File: config.mk
export PLATFORM = sky130hd
export DESIGN_NAME = spi_slave_driver_flat
export DESIGN_NICKNAME = d
export VERILOG_FILES = /design/src/rtl/spi_slave_driver_if.sv /design/src/rtl/spi_slave_driver.sv /design/src/flat_wrapper.sv
export SDC_FILE = /design/constraint.sdc
export NUM_CORES = 1
export LEC_CHECK = 0
export ABC_AREA = 1
export CORE_MARGIN = 3
export CORE_UTILIZATION = 50
export CTS_CLUSTER_DIAMETER = 40
export DETAILED_ROUTE_END_ITERATION = 16
export PLACE_DENSITY = 0.79
export SYNTH_ARGS = -nofsm -noshare
export SYNTH_HDL_FRONTEND = slang
export SYNTH_SLANG_ARGS = --single-unit
File: constraint.sdc
create_clock -name clk_i -period 1.58 [get_ports clk_i]
set_input_delay 0.158 -clock clk_i [delete_from_list [all_inputs] [get_ports clk_i]]
set_output_delay 0.158 -clock clk_i [all_outputs]
set_load 0.02 [all_outputs]
File: src/rtl/spi_slave_driver_if.sv
// System-side and SPI pin signals of the SPI slave, bundled for port connection.
interface spi_slave_driver_if #(
  parameter int DATA_WIDTH = 8
);
  logic [DATA_WIDTH-1:0] tx_data_bi;
  logic                  tx_valid_i;
  logic                  tx_ready_o;
  logic [DATA_WIDTH-1:0] rx_data_bo;
  logic                  rx_valid_o;
  logic                  tx_underrun_o;
  logic                  frame_abort_o;
  logic                  busy_o;
  logic                  spi_sclk_i;
  logic                  spi_cs_i;
  logic                  spi_mosi_i;
  logic                  spi_miso_o;

  // DUT side
  modport slave (
    input  tx_data_bi, tx_valid_i, spi_sclk_i, spi_cs_i, spi_mosi_i,
    output tx_ready_o, rx_data_bo, rx_valid_o, tx_underrun_o, frame_abort_o,
           busy_o, spi_miso_o
  );

  // SPI master plus system front-end side
  modport master (
    output tx_data_bi, tx_valid_i, spi_sclk_i, spi_cs_i, spi_mosi_i,
    input  tx_ready_o, rx_data_bo, rx_valid_o, tx_underrun_o, frame_abort_o,
           busy_o, spi_miso_o
  );
endinterface

File: src/rtl/spi_slave_driver.sv
// SPI slave, CPOL=0 / CPHA=0, LSB first. Pins are oversampled in the clk_i
// domain; a one-entry TX buffer feeds MISO, received bytes leave as a pulse.
module spi_slave_driver #(
  parameter int DATA_WIDTH  = 8,
  parameter int SYNC_STAGES = 2
) (
  input  logic                clk_i,
  input  logic                rst_i,
  spi_slave_driver_if.slave   bus
);
  localparam int CW = (DATA_WIDTH > 1) ? $clog2(DATA_WIDTH) : 1;

  typedef enum logic {IDLE, SHIFT} state_t;

  logic [SYNC_STAGES-1:0] sclk_sync, cs_sync, mosi_sync;
  logic                   sclk_d, cs_d;
  logic                   sclk_s, cs_s, mosi_s;
  logic                   sclk_rise, sclk_fall, cs_rise, cs_fall;

  state_t                 state, state_next;
  logic                   load, sample, shift_out, drop, abort;

  logic                   buf_full;
  logic [DATA_WIDTH-1:0]  buf_data;
  logic                   wr;
  logic [DATA_WIDTH-1:0]  load_val;

  logic [DATA_WIDTH-1:0]  tx_shift, tx_shift_next;
  logic [DATA_WIDTH-1:0]  rx_shift, rx_asm;
  logic [CW-1:0]          count;
  logic                   last_bit;

  logic [DATA_WIDTH-1:0]  rx_data;
  logic                   rx_valid, underrun, frame_abort, miso;

  // Pin synchronizers (idle levels on reset) plus one delay flop per line
  // so edges are taken between two already-settled samples.
  always_ff @(posedge clk_i or posedge rst_i) begin
    if (rst_i) begin
      sclk_sync <= '0;
      cs_sync   <= '1;
      mosi_sync <= '0;
      sclk_d    <= 1'b0;
      cs_d      <= 1'b1;
    end else begin
      sclk_sync <= {sclk_sync[SYNC_STAGES-2:0], bus.spi_sclk_i};
      cs_sync   <= {cs_sync[SYNC_STAGES-2:0],   bus.spi_cs_i};
      mosi_sync <= {mosi_sync[SYNC_STAGES-2:0], bus.spi_mosi_i};
      sclk_d    <= sclk_sync[SYNC_STAGES-1];
      cs_d      <= cs_sync[SYNC_STAGES-1];
    end
  end

  assign sclk_s    = sclk_sync[SYNC_STAGES-1];
  assign cs_s      = cs_sync[SYNC_STAGES-1];
  assign mosi_s    = mosi_sync[SYNC_STAGES-1];
  assign sclk_rise =  sclk_s & ~sclk_d;
  assign sclk_fall = ~sclk_s &  sclk_d;
  assign cs_fall   = ~cs_s   &  cs_d;
  assign cs_rise   =  cs_s   & ~cs_d;

  // FSM state register.
  always_ff @(posedge clk_i or posedge rst_i) begin
    if (rst_i) state <= IDLE;
    else       state <= state_next;
  end

  // FSM next state: a frame is bounded by the synced CS edges.
  always_comb begin
    state_next = state;
    case (state)
      IDLE:    if (cs_fall) state_next = SHIFT;
      SHIFT:   if (cs_rise) state_next = IDLE;
      default: state_next = IDLE;
    endcase
  end

  // FSM outputs: CS rise outranks any SCLK edge seen in the same cycle.
  always_comb begin
    load      = 1'b0;
    sample    = 1'b0;
    shift_out = 1'b0;
    drop      = 1'b0;
    abort     = 1'b0;
    case (state)
      IDLE: load = cs_fall;
      SHIFT: begin
        if (cs_rise) begin
          drop  = 1'b1;
          abort = (count != '0);
        end else begin
          sample = sclk_rise;
          if (sclk_fall) begin
            if (count == '0) load      = 1'b1;
            else             shift_out = 1'b1;
          end
        end
      end
      default: ;
    endcase
  end

  // A load decision looks at the buffer before any same-cycle write lands.
  assign wr            = bus.tx_valid_i & ~buf_full;
  assign load_val      = buf_full ? buf_data : '0;
  assign tx_shift_next = tx_shift >> 1;
  assign last_bit      = (count == CW'(DATA_WIDTH - 1));

  always_comb begin
    rx_asm        = rx_shift;
    rx_asm[count] = mosi_s;
  end

  // One-entry TX buffer: a write fills it, a load empties it.
  always_ff @(posedge clk_i or posedge rst_i) begin
    if (rst_i) begin
      buf_full <= 1'b0;
      buf_data <= '0;
    end else if (wr) begin
      buf_full <= 1'b1;
      buf_data <= bus.tx_data_bi;
    end else if (load) begin
      buf_full <= 1'b0;
    end
  end

  // Shift datapath: MISO drive, MOSI assembly, bit count and event pulses.
  always_ff @(posedge clk_i or posedge rst_i) begin
    if (rst_i) begin
      tx_shift    <= '0;
      rx_shift    <= '0;
      count       <= '0;
      rx_data     <= '0;
      rx_valid    <= 1'b0;
      underrun    <= 1'b0;
      frame_abort <= 1'b0;
      miso        <= 1'b0;
    end else begin
      rx_valid    <= 1'b0;
      underrun    <= 1'b0;
      frame_abort <= abort;
      if (drop) begin
        miso  <= 1'b0;
        count <= '0;
      end else begin
        if (load) begin
          tx_shift <= load_val;
          miso     <= load_val[0];
          underrun <= ~buf_full;
        end else if (shift_out) begin
          tx_shift <= tx_shift_next;
          miso     <= tx_shift_next[0];
        end
        if (sample) begin
          rx_shift <= rx_asm;
          if (last_bit) begin
            rx_data  <= rx_asm;
            rx_valid <= 1'b1;
            count    <= '0;
          end else begin
            count <= count + 1'b1;
          end
        end
      end
    end
  end

  assign bus.tx_ready_o    = ~buf_full;
  assign bus.rx_data_bo    = rx_data;
  assign bus.rx_valid_o    = rx_valid;
  assign bus.tx_underrun_o = underrun;
  assign bus.frame_abort_o = frame_abort;
  assign bus.busy_o        = ~cs_s;
  assign bus.spi_miso_o    = miso;
endmodule

File: src/flat_wrapper.sv
// flat-port wrapper written by rule: the top's interface ports become plain ports
module spi_slave_driver_flat 
#(
  parameter int DATA_WIDTH  = 8,
  parameter int SYNC_STAGES = 2
)
  (clk_i, rst_i, bus_tx_data_bi, bus_tx_valid_i, bus_spi_sclk_i, bus_spi_cs_i, bus_spi_mosi_i, bus_tx_ready_o, bus_rx_data_bo, bus_rx_valid_o, bus_tx_underrun_o, bus_frame_abort_o, bus_busy_o, bus_spi_miso_o);
  spi_slave_driver_if #(.DATA_WIDTH(DATA_WIDTH)) bus_i ();
  input  logic clk_i;
  input  logic rst_i;
  input wire logic [$bits(bus_i.tx_data_bi)-1:0] bus_tx_data_bi;
  input wire logic [$bits(bus_i.tx_valid_i)-1:0] bus_tx_valid_i;
  input wire logic [$bits(bus_i.spi_sclk_i)-1:0] bus_spi_sclk_i;
  input wire logic [$bits(bus_i.spi_cs_i)-1:0] bus_spi_cs_i;
  input wire logic [$bits(bus_i.spi_mosi_i)-1:0] bus_spi_mosi_i;
  output wire logic [$bits(bus_i.tx_ready_o)-1:0] bus_tx_ready_o;
  output wire logic [$bits(bus_i.rx_data_bo)-1:0] bus_rx_data_bo;
  output wire logic [$bits(bus_i.rx_valid_o)-1:0] bus_rx_valid_o;
  output wire logic [$bits(bus_i.tx_underrun_o)-1:0] bus_tx_underrun_o;
  output wire logic [$bits(bus_i.frame_abort_o)-1:0] bus_frame_abort_o;
  output wire logic [$bits(bus_i.busy_o)-1:0] bus_busy_o;
  output wire logic [$bits(bus_i.spi_miso_o)-1:0] bus_spi_miso_o;
  assign bus_i.tx_data_bi = bus_tx_data_bi;
  assign bus_i.tx_valid_i = bus_tx_valid_i;
  assign bus_i.spi_sclk_i = bus_spi_sclk_i;
  assign bus_i.spi_cs_i = bus_spi_cs_i;
  assign bus_i.spi_mosi_i = bus_spi_mosi_i;
  assign bus_tx_ready_o = bus_i.tx_ready_o;
  assign bus_rx_data_bo = bus_i.rx_data_bo;
  assign bus_rx_valid_o = bus_i.rx_valid_o;
  assign bus_tx_underrun_o = bus_i.tx_underrun_o;
  assign bus_frame_abort_o = bus_i.frame_abort_o;
  assign bus_busy_o = bus_i.busy_o;
  assign bus_spi_miso_o = bus_i.spi_miso_o;
  spi_slave_driver #(.DATA_WIDTH(DATA_WIDTH), .SYNC_STAGES(SYNC_STAGES)) u_core (.clk_i(clk_i), .rst_i(rst_i), .bus(bus_i));
endmodule
==> results list <==
- Status: complete, no violations
* Fraction of final layout cells with drive strength greater than 1: roughly 17%
- Nets in the synthesized netlist: ~240
- Nature of the critical path startpoint: register
- Summed over all cells, the static leakage comes to 1.302 nW.
- The worst-case IR drop observed on VDD is around 910 uV.
- For this run, design rule violations remaining after detail routing come to 0.
- Setup clock skew after layout: 0.009011 ns
- Dividing the detail-routed wire length by the instance count gives 12.75 um.
- In this run the critical register-to-register path is captured at u_core.bus.rx_data_bo[2]$_DFFE_PP0P_.
- The tree is rooted in a clkbuf_8.
- Total number of vias: about 1.6k
- CTS saw between 40 and 50 sinks.
- Leading cell types in the layout, fill and taps excluded: nand2_1 (78), dfrtp_1 (43), nand3_1 (29)
- Summed over all nets, the half-perimeter wirelength after detailed placement is 2802 um.
- Hold_buf cts: 0
- Overall Global Routing Usage: about 17%
* Initial DRC count: 140
* Cell count after synthesis: 224
* Buffers added on ports: 27
- In this run the remaining antenna-violating nets after routing total 0.
- Internal power comes to between 2 and 3 mW.
- In this run, synthesis produced a sequential element count of 48.
- At the worst endpoint, the required time is 1.42 ns.
* Worst-path maximum fanout: 2
- Number of cells traversed by the worst register-to-register path: 8
- After detailed routing, the number of vias per cell comes to between 5 and 6.
- The initialized floorplan defines 22 standard-cell rows.
- Leading cell type in the layout, fill and taps excluded: nand2_1
- The initial utilization of the core area, before any placement, comes to 54.32%.
* Via count of the first global-routing pass: between 1k and 1.5k
- The area growth from synthesis to layout is 24.15%.
* Fill cells: 314
- Number of antenna violations at the first check in global routing: 0
* Worst Tran Pin Value: roughly 0.34 ns
- Slew Limit Fails: 0
- Core outline area: around 3900 sq um
* Die Y: 70.71 um
- Registers are responsible for 45.7% of the overall power.
* Number of distinct standard cells referenced by the synthesized netlist: 20
- Synth Warn #: 0
- In this run the worst setup path begins at u_core.buf_full$_DFFE_PP0P_.
- The first global-routing pass estimated 6796 um of wire.
- Number of setup violations in the final report: 0
* Tmin final: around 1.5 ns
* Worst setup path end: bus_tx_ready_o
* Peak clock frequency supported by timing: around 660 MHz
- Synthesized area: roughly 2100 sq um
- Power density cells: 1450 nW/um^2
- 0 antenna diodes ended up in the layout.
- The critical path in this run is classified as reg -> out.
- H-tree levels: 2
- After routing, the total negative slack on setup checks comes to 0 ns.
- The setup check on the worst reg-to-reg path leaves a slack of 0.14 ns.
- The synthesized design contains 0 enable-type register cells.
* Final Hold Viols: 0
- Max-cap violations in this run came to 0.
* Iteration count of the initial detailed-routing pass: 4
* Clock network power share: 26.9%
- The worst register-to-register path begins at u_core.cs_d$_DFF_PP1_.
- The floorplan step set the die width to 70.71 um.
- For the worst-skew pair, the clock arrives at the later sink with an insertion delay of 0.30 ns.
- For this design the top-level I/O count stands at 28.
* Clock tree from TritonCTS: yes
- No sink is reached through more buffers than the 2 on the longest clock path.
- In the synthesized netlist the dominant register cell turns out to be dfrtp_1.
* Worst hold-check slack: 0.1321 ns
- Layout net count: roughly 280
- The die covers 4999 sq um.
* Switching Share: a little under a third
* Reported net switching power: 1.155 mW
- The worst hold path belongs to the class in -> async.
* Clock transition at the registers of the reported paths: 0.09 ns
* Unrepaired setup endpoints after global routing: false
* Worst-case headroom to the max-slew limit: 76.86%
* Maximum number of pins on one net before global-route repair: 24
- Combinational logic burns 27.3% of the power.
- Inserted Clock Buffers: 5
* Proportion of register bits with asynchronous set or reset after synthesis: 100.0%
- Synthesized area per cell: 9.345 sq um
- Endpoint class of the critical path: output port
- Detailed-route wire length: 3952 um
- Critical path data arrival time: about 1.4 ns
* Fraction of the yosys area taken by sequential cells: between 50 and 60%
- After global routing the overflow that remains totals 0.
* Gp weighted congestion: 0.8115
* Post-route clock period utilization: 96.11%
Yosys cell counts, types with 2 or more instances:
master	count	area [sq um]
nand3_1	29	145.1
buf_6	3	33.78
nand2_2	3	18.77
nand2_1	79	296.5
dfstp_2	3	78.83
ha_1	3	37.54
o21ai_2	2	17.52
mux2_2	8	90.09
o21ai_0	11	55.05
inv_1	18	67.56
a21oi_1	2	10.01
dfrtp_1	45	1126
nor2_1	7	26.28
inv_2	3	11.26
nand2_4	3	33.78
cell families after synthesis:
kind of cell / Yosys count / synth area share, %
multiplexers: 8 / 4.304
flip-flops: 48 / 57.56
AND/OR/NAND/NOR: 124 / 26.54
AO/OA/AOI/OAI: 16 / 4.244
buffers and inverters: 25 / 5.558
adder cells (fa/ha/maj): 3 / 1.793
power groups by stage:
stage                     logic [mW]  clock network [mW]  registers, mW
after floorplan                0.715                   0           1.71
after global placement         0.983                   0           1.73
after detailed placement        1.01                   0           1.73
after CTS                       1.02                1.03           1.71
after global routing            1.17                1.09           1.77
final                           1.03                1.02           1.72
critical path, cell delays in order (launching register included):
cell             delay (ns)
dfrtp_1                0.39
inv_1                  0.07
clkdlybuf4s50_1        0.60
timing repair:
action,in CTS,in global routing
pin swaps,0,0
cloned,0,0
setup endpoints to repair,1,11
buffers inserted,0,0
resized for setup,1,6
metal layers:
layer  routed length [um]  GRT usage (%)  vias up
li1                     -              -      795
met1                 1916          25.70      745
met2                 1800          24.10       41
met3                  212          4.261        2
met4                   22          5.637        0
met5                    0              0        -
worst min path at each step:
stage / startpoint / to / slack, ns / depth (start not counted)
after global routing: rst_i / u_core.sclk_sync[0]$_DFF_PP0_ / 0.16 / 2
final: rst_i / u_core.sclk_sync[0]$_DFF_PP0_ / 0.13 / 2
after detailed placement: u_core.sclk_sync[0]$_DFF_PP0_ / u_core.sclk_sync[1]$_DFF_PP0_ / 0.34 / 0
after floorplan: bus_spi_cs_i / u_core.cs_sync[0]$_DFF_PP1_ / 0.16 / 0
after global placement: u_core.mosi_sync[0]$_DFF_PP0_ / u_core.mosi_sync[1]$_DFF_PP0_ / 0.33 / 0
after CTS: rst_i / u_core.sclk_sync[0]$_DFF_PP0_ / 0.13 / 2
flip-flops by register name, summed over array words and instances (netlist names):
register,count
u_core.buf_data,8
u_core.buf_full,1
u_core.bus.frame_abort_o,1
u_core.bus.rx_data_bo,8
u_core.bus.rx_valid_o,1
u_core.bus.spi_miso_o,1
u_core.bus.tx_underrun_o,1
u_core.count,3
u_core.cs_d,1
u_core.cs_sync,2
u_core.mosi_sync,2
u_core.rx_shift,8
u_core.sclk_d,1
u_core.sclk_sync,2
u_core.state,1
u_core.tx_shift,7
cell type report:
cell class | instances | area (sq um) | area share [%]
clock buffer | 5 | 68.82 | 2.648
clock inverter | 2 | 60.06 | 2.311
inverter | 21 | 78.83 | 3.033
multi-input combinational | 151 | 782.0 | 30.09
sequential | 48 | 1207 | 46.46
tap | 48 | 60.06 | 2.311
timing repair buffer | 35 | 341.6 | 13.14
per-stage QoR:
step | area, sq um | power, mW | util (%) | setup WS (ns) | instances
5_1_grt | 2599 | 4.029 | 67.44 | 0.01359 | 310
6_report | 2599 | 3.768 | 67.44 | 0.06151 | 310
3_5_place_dp | 2459 | 2.749 | 63.80 | 0.1194 | 303
2_1_floorplan | 2093 | 2.422 | - | 0.2139 | 224
3_3_place_gp | 2459 | 2.712 | 63.80 | 0.1505 | 303
4_1_cts | 2586 | 3.772 | 67.11 | 0.04602 | 310
Power figures use the tool's default switching activity.
